[src/rtl/sync_fifo_rd_port.sv]
// Read-side controller of the synchronous FIFO: owns the read pointer and prefetches
// the head entry into a registered valid/ready output stage.
module sync_fifo_rd_port #(
    parameter int MEM_DEPTH  = 8,
    parameter int DATA_WIDTH = 8,
    parameter int ADDR_WIDTH = $clog2(MEM_DEPTH)
) (
    input  logic                  clk,
    input  logic                  reset_n,
    input  logic [ADDR_WIDTH:0]   wr_ptr,
    input  logic [DATA_WIDTH-1:0] mem_rd_data,
    output logic [ADDR_WIDTH-1:0] rd_addr,
    output logic [ADDR_WIDTH:0]   rd_ptr,
    input  logic                  flush,
    output logic [DATA_WIDTH-1:0] m_data,
    output logic                  m_valid,
    input  logic                  m_ready,
    output logic                  empty,
    output logic [ADDR_WIDTH+1:0] count
);

    localparam logic [0:0]          ST_IDLE = 1'b0;
    localparam logic [0:0]          ST_HOLD = 1'b1;
    localparam logic [ADDR_WIDTH:0] PTR_ONE = 1;

    logic [ADDR_WIDTH:0]   rd_ptr_q, rd_ptr_d;
    logic [0:0]            state_q, state_d;
    logic [DATA_WIDTH-1:0] m_data_q, m_data_d;

    logic                  mem_empty;
    logic [ADDR_WIDTH:0]   mem_level;
    logic                  load;

    // Pointer difference is taken modulo 2^(ADDR_WIDTH+1), so a full memory reads as MEM_DEPTH.
    assign mem_empty = (wr_ptr == rd_ptr_q);
    assign mem_level = wr_ptr - rd_ptr_q;
    assign load      = ((state_q == ST_IDLE) || m_ready) && !mem_empty;

    always_comb begin
        rd_ptr_d = rd_ptr_q;
        state_d  = state_q;
        m_data_d = m_data_q;
        if (flush) begin
            rd_ptr_d = wr_ptr;
            state_d  = ST_IDLE;
        end else if (load) begin
            rd_ptr_d = rd_ptr_q + PTR_ONE;
            state_d  = ST_HOLD;
            m_data_d = mem_rd_data;
        end else if ((state_q == ST_HOLD) && m_ready) begin
            state_d  = ST_IDLE;
        end
    end

    always_ff @(posedge clk) begin
        if (!reset_n) begin
            rd_ptr_q <= '0;
            state_q  <= ST_IDLE;
            m_data_q <= '0;
        end else begin
            rd_ptr_q <= rd_ptr_d;
            state_q  <= state_d;
            m_data_q <= m_data_d;
        end
    end

    assign rd_ptr  = rd_ptr_q;
    assign rd_addr = rd_ptr_q[ADDR_WIDTH-1:0];
    assign m_data  = m_data_q;
    assign m_valid = (state_q == ST_HOLD);
    assign empty   = mem_empty && (state_q == ST_IDLE);
    assign count   = {1'b0, mem_level} + {{(ADDR_WIDTH+1){1'b0}}, state_q};

endmodule

[config.mk]
export PLATFORM = sky130hd
export DESIGN_NAME = sync_fifo_rd_port
export DESIGN_NICKNAME = d
export VERILOG_FILES = /design/src/rtl/sync_fifo_rd_port.sv
export SDC_FILE = /design/constraint.sdc
export NUM_CORES = 1
export LEC_CHECK = 0
export CAP_MARGIN = 20
export CORE_ASPECT_RATIO = 1.1
export CORE_MARGIN = 3
export CORE_UTILIZATION = 39
export CTS_CLUSTER_SIZE = 14
export DETAILED_ROUTE_END_ITERATION = 10
export HOLD_SLACK_MARGIN = 0.06
export PLACE_DENSITY = 0.77
export SYNTH_ARGS = -nofsm -noshare
export SYNTH_HDL_FRONTEND = slang
export SYNTH_SLANG_ARGS = --single-unit
[constraint.sdc]
create_clock -name clk -period 2.2 [get_ports clk]
set_clock_uncertainty 0.15 [all_clocks]
set_input_delay 0.44 -clock clk [delete_from_list [all_inputs] [get_ports clk]]
set_output_delay 0.44 -clock clk [all_outputs]
set_load 0.05 [all_outputs]
==> reports/metrics.cfg, run 1 <==
[placement]
dp_slack_ps = -661
detailedPlacementHpwl_mm = 1.84
place_congestion = 0.737
port-buffer-count = 37

[global_route]
groute.layer.met3.usage = 0.0620
grt_remaining_overflow = 0
grt_max_degree = 17
grt_util_met2 = 0.455
grt_pass1_wl_mm = 4.28
antenna_found_initial = 0
groute.usage.overall = 0.221
fraction_of_met1_tracks_used_by_global_routing = 0.213
first_global_vias = 894
grt.busiest_layer = met2

[drt]
detail-route-antenna-nets = 0
dr.first_iter.drc_count = 9
drt_drc_violations_left = 0
post_drt_wl_per_cell_um = 15.4
vias = 846
firstDrtPassIters = 4
via_per_inst = 5.04
routed_wirelength_mm = 2.58

[floorplanning]
floorplan.die_area_mm2 = 0.00259
die_h_um = 53.0
core_area_mm2 = 0.00184
start_util = 0.426
boundaryPins = 38
std_cell_rows = 16
fp.dieW_um = 48.8

[setup_path]
crit-reg2reg-launch = rd_ptr[1]$_SDFFE_PN0P_
critical_path.slowest_cell = sky130_fd_sc_hd__ha_4
worstSetupEndpointType = output pin
setup.worst_path.start_class = input pin
path_max_fanout = 4
critPathMaxStageDelay_ps = 270
worst-endpoint-required_ps = 1610
worst_ep_arrival_time_ps = 1930
timing_worst_setup_path_type = in2out
family_with_the_most_delay_on_the_worst_path = compound AO/OA/AOI/OAI gates
worst_r2r_path_depth = 7
critical_path.n_buffers_inverters = 2
reg2reg_setup_slack_ps = 290
worst_r2r_endpoint = rd_ptr[1]$_SDFFE_PN0P_
timing.critical_path.cells = clkdlybuf4s15_1 -> ha_4 -> a21o_1 -> a31oi_4 -> xnor2_4 -> xor2_4 -> buf_12

[run_status]
violations = setup timing
result_of_the_run = finished, violations left

[yosys]
synth_cell_type_count = 26
synth-edff-count = 0
postSynthRegisterBits = 13
postSynth.topFlopCell = sky130_fd_sc_hd__dfxtp_1
number_of_warnings_reported_in_the_yosys_synthesis_log = 0
mappedNetlistArea_um2 = 785
synth_async_sr_flop_share = 0
net_count_synth = 114
postSynthCellCount = 91
sequential_to_total_area_share_from_yosys_stat = 0.332
syn-mean-instance-area_um2 = 8.62

[finish]
nNetsFinal = 165
layout_cells_sized_above_1 = 0.383
layout.cells.most_common_list = sky130_fd_sc_hd__clkdlybuf4s50_1 (21), sky130_fd_sc_hd__buf_4 (15), sky130_fd_sc_hd__o21ai_0 (12)
layout_commonest_cell = sky130_fd_sc_hd__clkdlybuf4s50_1
synthToLayoutAreaGrowth_pct = 100
n_antenna_cell = 0

[clocking]
ctsHtreeMaxLevel = 1
cts_inserted_buffers = 3
holdBufCountCts = 0
root_buffer = sky130_fd_sc_hd__clkbuf_4
cts_max_path_buffers = 2
clk_transition_reported_paths_ps = 80
cts.sink_count = 13
tritoncts = done
worstSkewPairLatency_ps = 290

[hold_path]
timing.hold.worst.class = reg2reg
worst_hold_path.num_cells = 2
hold-path-endpoint = m_data[2]$_SDFFE_PN0P_
min_from = m_data[2]$_SDFFE_PN0P_

[sta]
setup-violations-final = 4
timing_hold_violations_final = 0
finalMaxSlewViolations = 0
tightest_slew_ps = 520
final.min_clock_period_ps = 2520
totalNegativeSetupSlack_ps = -1040
timing.slew.headroom = 0.652
maxClockFrequency_ghz = 0.397
final_clock_period_utilization_by_the_worst_path = 1.15
rsz0062_at_grt = yes
setup_ws_ps = -322

[pwr]
powerDensity_mw_per_mm2 = 672
ir_drop_worst_vdd_mv = 0.444
leakagePower_uw = 0.000645

[run]
max-cap-violations = 0

-- through the flow --
step           cells  utilization  total power (uW)  hold slack [ps]  instance area [um2]
3_3_place_gp     160        0.779               835              292                 1440
3_5_place_dp     160        0.779               850              306                 1440
6_report         168        0.853              1060              316                 1570
5_1_grt          168        0.853              1110              355                 1570
2_1_floorplan     91            -               627              420                  932
4_1_cts          165        0.831              1040              317                 1530
-- routing by layer --
layer,wire [um],vias to the layer above
met4,34,0
met1,935,400
li1,-,411
met3,135,5
met5,0,-
met2,1470,30
-- power breakdown --
part	internal (uW)	switching, uW	leakage, uW
clock	67.6	86.6	0.0000177
combinational	285	345	0.000518
sequential	254	17.3	0.000109
total	607	449	0.000645
-- cell families (layout without fill, tap and decap cells) --
logic type | Yosys count | in the layout | synth area share
AO/OA/AOI/OAI | 23 | 23 | 0.190
XOR/XNOR | 8 | 8 | 0.0893
adder cells (fa/ha/maj) | 7 | 7 | 0.121
buffers and inverters | 13 | 63 | 0.0989
flip-flops | 13 | 13 | 0.332
multiplexers | 1 | 1 | 0.0128
AND/OR/NAND/NOR | 26 | 26 | 0.156
-- worst max-delay path by stage --
stage / startpoint / to / slack, ps / cells after the start
5_1_grt: rd_ptr[2]$_SDFFE_PN0P_ / count[3] / -380 / 7
2_1_floorplan: rd_ptr[0]$_SDFFE_PN0P_ / count[3] / -170 / 6
3_3_place_gp: wr_ptr[0] / count[3] / -590 / 8
4_1_cts: rd_ptr[0]$_SDFFE_PN0P_ / count[2] / -310 / 6
6_report: wr_ptr[2] / count[3] / -320 / 7
3_5_place_dp: wr_ptr[0] / count[3] / -660 / 8
-- area by class of cell --
class | count | area, um2
clock buffer | 3 | 22.5
clock inverter | 1 | 5.00
fill | 104 | 272
inverter | 7 | 33.8
multi-input combinational | 65 | 654
sequential | 13 | 272
tap | 27 | 33.8
timing repair buffer | 52 | 549
-- repair_timing --
action                                  in CTS  in global routing
endpoints found under the setup margin       6                  7
buffers inserted                             1                  3
pin swaps                                    6                 10
gates resized for setup                     19                  9
-- sequential cells by signal, indices dropped and copies added (netlist names) --
register,count
m_data,8
rd_ptr,4
m_valid,1
-- synthesized netlist by cell type (2+ instances only) --
master	count	share of area
sky130_fd_sc_hd__a21o_1	2	0.019
sky130_fd_sc_hd__a21oi_1	3	0.019
sky130_fd_sc_hd__ha_1	6	0.096
sky130_fd_sc_hd__xnor2_1	4	0.045
sky130_fd_sc_hd__inv_1	7	0.033
sky130_fd_sc_hd__a31oi_1	2	0.016
sky130_fd_sc_hd__o21ai_0	12	0.077
sky130_fd_sc_hd__nand3_1	11	0.070
sky130_fd_sc_hd__dfxtp_1	13	0.33
sky130_fd_sc_hd__and3_1	2	0.016
sky130_fd_sc_hd__xor2_1	4	0.045
sky130_fd_sc_hd__nand2_1	9	0.043
sky130_fd_sc_hd__buf_4	3	0.029
-- worst reg2reg max path, delay by kind of cell, from the launching register on --
| kind | cells | cell delay [ps] |
|---|---|---|
| buffers and inverters | 2 | 170 |
| muxes | 1 | 220 |
| adders and majority gates | 1 | 250 |
| DFF | 1 | 390 |
| AOI/OAI and AO/OA | 2 | 380 |
| and+or+nand+nor | 1 | 220 |
No activity file was read; power rests on OpenSTA's default activity.
==> inputs of run 2 (changes only) <==
--- a/config.mk
+++ b/config.mk
@@ -13,6 +13,7 @@
 export DETAILED_ROUTE_END_ITERATION = 10
 export HOLD_SLACK_MARGIN = 0.06
 export PLACE_DENSITY = 0.77
+export SETUP_SLACK_MARGIN = 0.5
 export SYNTH_ARGS = -nofsm -noshare
 export SYNTH_HDL_FRONTEND = slang
 export SYNTH_SLANG_ARGS = --single-unit
==> run 2 against run 1 <==
The run still ends with setup timing left. Fmax up 0.96%. Sequential share of layout area down 1.3 points. Core utilization up 7.8 points. Flip-flop and latch count unchanged. Via count up 9.1%. Setup slack better by 24 ps. Critical path depth down 1. Sequential power about the same. Clock power up 6%. Cell area up 9.2%. First-iteration DRC count up 22%. Largest power group unchanged.
==> reports/metrics.cfg, run 2 (synthesized netlist as in run 1, its figures left out) <==
[finish]
nNetsFinal = 169  ; +2.4%
layout.cells.most_common_list = sky130_fd_sc_hd__buf_4 (13), sky130_fd_sc_hd__clkdlybuf4s50_1 (11)
n_antenna_cell = 0  ; unchanged
final_core_util = 0.931  ; +0.0781
layout_commonest_cell = sky130_fd_sc_hd__buf_4
synthToLayoutAreaGrowth_pct = 119
layout_cells_sized_above_1 = 0.614  ; +0.231
finish.instance_area_mm2 = 0.00171  ; +9.2%
final-instance-count-excl-fill = 172  ; +2.4%
largest_register_ff_count = 8  ; unchanged

[sta]
finalMaxSlewViolations = 0  ; unchanged
final_clock_period_utilization_by_the_worst_path = 1.14  ; -0.0109
maxClockFrequency_ghz = 0.400  ; +0.96%
timing.slew.headroom = 0.652  ; about the same
setup-violations-final = 5  ; +1
totalNegativeSetupSlack_ps = -1040  ; -2.17 ps
final.min_clock_period_ps = 2500  ; -23.9 ps
setup_ws_ps = -298  ; +23.9 ps
timing_hold_violations_final = 0  ; unchanged
hold-worst-slack_ps = 330  ; +13.8 ps
tightest_slew_ps = 521  ; +1.38 ps
rsz0062_at_grt = yes

[clocking]
ctsHtreeMaxLevel = 1  ; unchanged
holdBufCountCts = 0  ; unchanged
cts.sink_count = 13  ; unchanged
clk_transition_reported_paths_ps = 90  ; about the same
cts_max_path_buffers = 2  ; unchanged
tritoncts = done
worstSkewPairLatency_ps = 290  ; about the same
cts_inserted_buffers = 3  ; unchanged
root_buffer = sky130_fd_sc_hd__clkbuf_4

[floorplanning]
die_h_um = 53.0  ; unchanged
std_cell_rows = 16  ; unchanged
boundaryPins = 38  ; unchanged
fp.dieW_um = 48.8  ; unchanged
core_area_mm2 = 0.00184  ; unchanged
floorplan.die_area_mm2 = 0.00259  ; unchanged
start_util = 0.426  ; unchanged

[drt]
post_drt_wl_per_cell_um = 19.4  ; +27%
firstDrtPassIters = 4  ; unchanged
via_per_inst = 5.37  ; +6.6%
vias = 923  ; +9.1%
routed_wirelength_mm = 3.35  ; +30%
drt_drc_violations_left = 0  ; unchanged
dr.first_iter.drc_count = 11  ; +2
detail-route-antenna-nets = 0  ; unchanged

[global_route]
groute.usage.overall = 0.209  ; -0.0128
grt_pass1_wl_mm = 4.10  ; -4.2%
first_global_vias = 924  ; +3.4%
antenna_found_initial = 0  ; unchanged
grt_remaining_overflow = 0  ; unchanged
grt_max_degree = 17  ; unchanged

[setup_path]
reg2reg_setup_slack_ps = 290  ; about the same
timing_worst_setup_path_type = reg2out
setup.worst_path.start_class = flip-flop
path_max_fanout = 2  ; -2
worst_r2r_endpoint = m_data[2]$_SDFFE_PN0P_
worst-endpoint-required_ps = 1610  ; about the same
worstSetupEndpointType = output pin
crit-reg2reg-launch = rd_ptr[2]$_SDFFE_PN0P_
worst_r2r_path_depth = 8  ; +1
worst_ep_arrival_time_ps = 1910  ; -20 ps

[placement]
detailed_place.area_mm2 = 0.00152  ; +5.9%
place_congestion = 0.732  ; -0.64%
post-place-cells = 162  ; +1.3%
detailedPlacementHpwl_mm = 1.90  ; +3.3%
port-buffer-count = 37  ; unchanged

[pwr]
leakagePower_uw = 0.000659  ; +2.1%
powerDensity_mw_per_mm2 = 657  ; -2.3%
ir_drop_worst_vdd_mv = 0.523  ; +18%

[run_status]
result_of_the_run = finished, violations left
violations = setup timing

[hold_path]
hold-path-endpoint = m_data[6]$_SDFFE_PN0P_
min_from = m_data[6]$_SDFFE_PN0P_
worst_hold_path.num_cells = 2  ; unchanged
timing.hold.worst.class = reg2reg

[run]
max-cap-violations = 0  ; unchanged

==> run 2: cell count changes in the layout (fill, tap and decap cells not counted), moves of 5 or more <==
cell | previous run | this run
sky130_fd_sc_hd__buf_2 | 1 | 8
sky130_fd_sc_hd__buf_6 | 1 | 6
sky130_fd_sc_hd__clkdlybuf4s15_2 | 0 | 8
sky130_fd_sc_hd__clkdlybuf4s50_1 | 21 | 11
sky130_fd_sc_hd__nand3_1 | 9 | 0
sky130_fd_sc_hd__nand3_2 | 0 | 6
sky130_fd_sc_hd__o21ai_0 | 12 | 4
sky130_fd_sc_hd__o21ai_1 | 0 | 5
==> run 2: cell type report <==
cell class / count / area, um2
Clock buffer: 3 / 22.5
Clock inverter: 1 / 5.00
Fill cell: 61 / 128
Inverter: 7 / 46.3
Multi-Input combinational cell: 65 / 743
Sequential cell: 13 / 274
Tap cell: 27 / 33.8
Timing Repair Buffer: 56 / 589
==> run 2: worst max path at each step <==
| stage | start | cells after the start | to |
|---|---|---|---|
| after floorplan | rd_ptr[0]$_SDFFE_PN0P_ | 6 | count[3] |
| after CTS | rd_ptr[0]$_SDFFE_PN0P_ | 6 | count[3] |
| final | rd_ptr[0]$_SDFFE_PN0P_ | 6 | count[2] |
| after global routing | rd_ptr[0]$_SDFFE_PN0P_ | 8 | count[4] |
| after global placement | wr_ptr[0] | 8 | count[2] |
| after detailed placement | wr_ptr[0] | 8 | count[2] |
==> run 2: what timing repair did <==
item / 4_1_cts / 5_1_grt
cloned: 0 / 1
pin swaps: 3 / 25
buffers inserted: 2 / 3
gates resized for setup: 65 / 27
endpoints found under the setup margin: 33 / 21
==> run 2: worst max-delay path, stage by stage, from the launching register on <==
cell,delay [ps]
sky130_fd_sc_hd__dfxtp_4,370
sky130_fd_sc_hd__ha_4,120
sky130_fd_sc_hd__inv_2,40
sky130_fd_sc_hd__fa_2,590
sky130_fd_sc_hd__ha_4,180
sky130_fd_sc_hd__xor2_4,170
sky130_fd_sc_hd__buf_12,150
==> run 2: per-stage QoR <==
step           power (uW)  setup slack [ps]
6_report             1130              -298
5_1_grt              1160              -348
4_1_cts              1050              -317
3_5_place_dp          887              -737
3_3_place_gp          873              -703
2_1_floorplan         660              -170
==> run 2: metal layers <==
metal	part of all wire	up-vias	GRT usage
li1	-	421	-
met1	0.39	456	0.215
met2	0.55	41	0.405
met3	0.052	5	0.0451
met4	0.011	0	0.0948
met5	0	-	0
==> run 2: power breakdown <==
part	switching [uW]	internal, uW
registers	17.0	255
logic	380	312
clock network	95.2	67.7
total	492	634
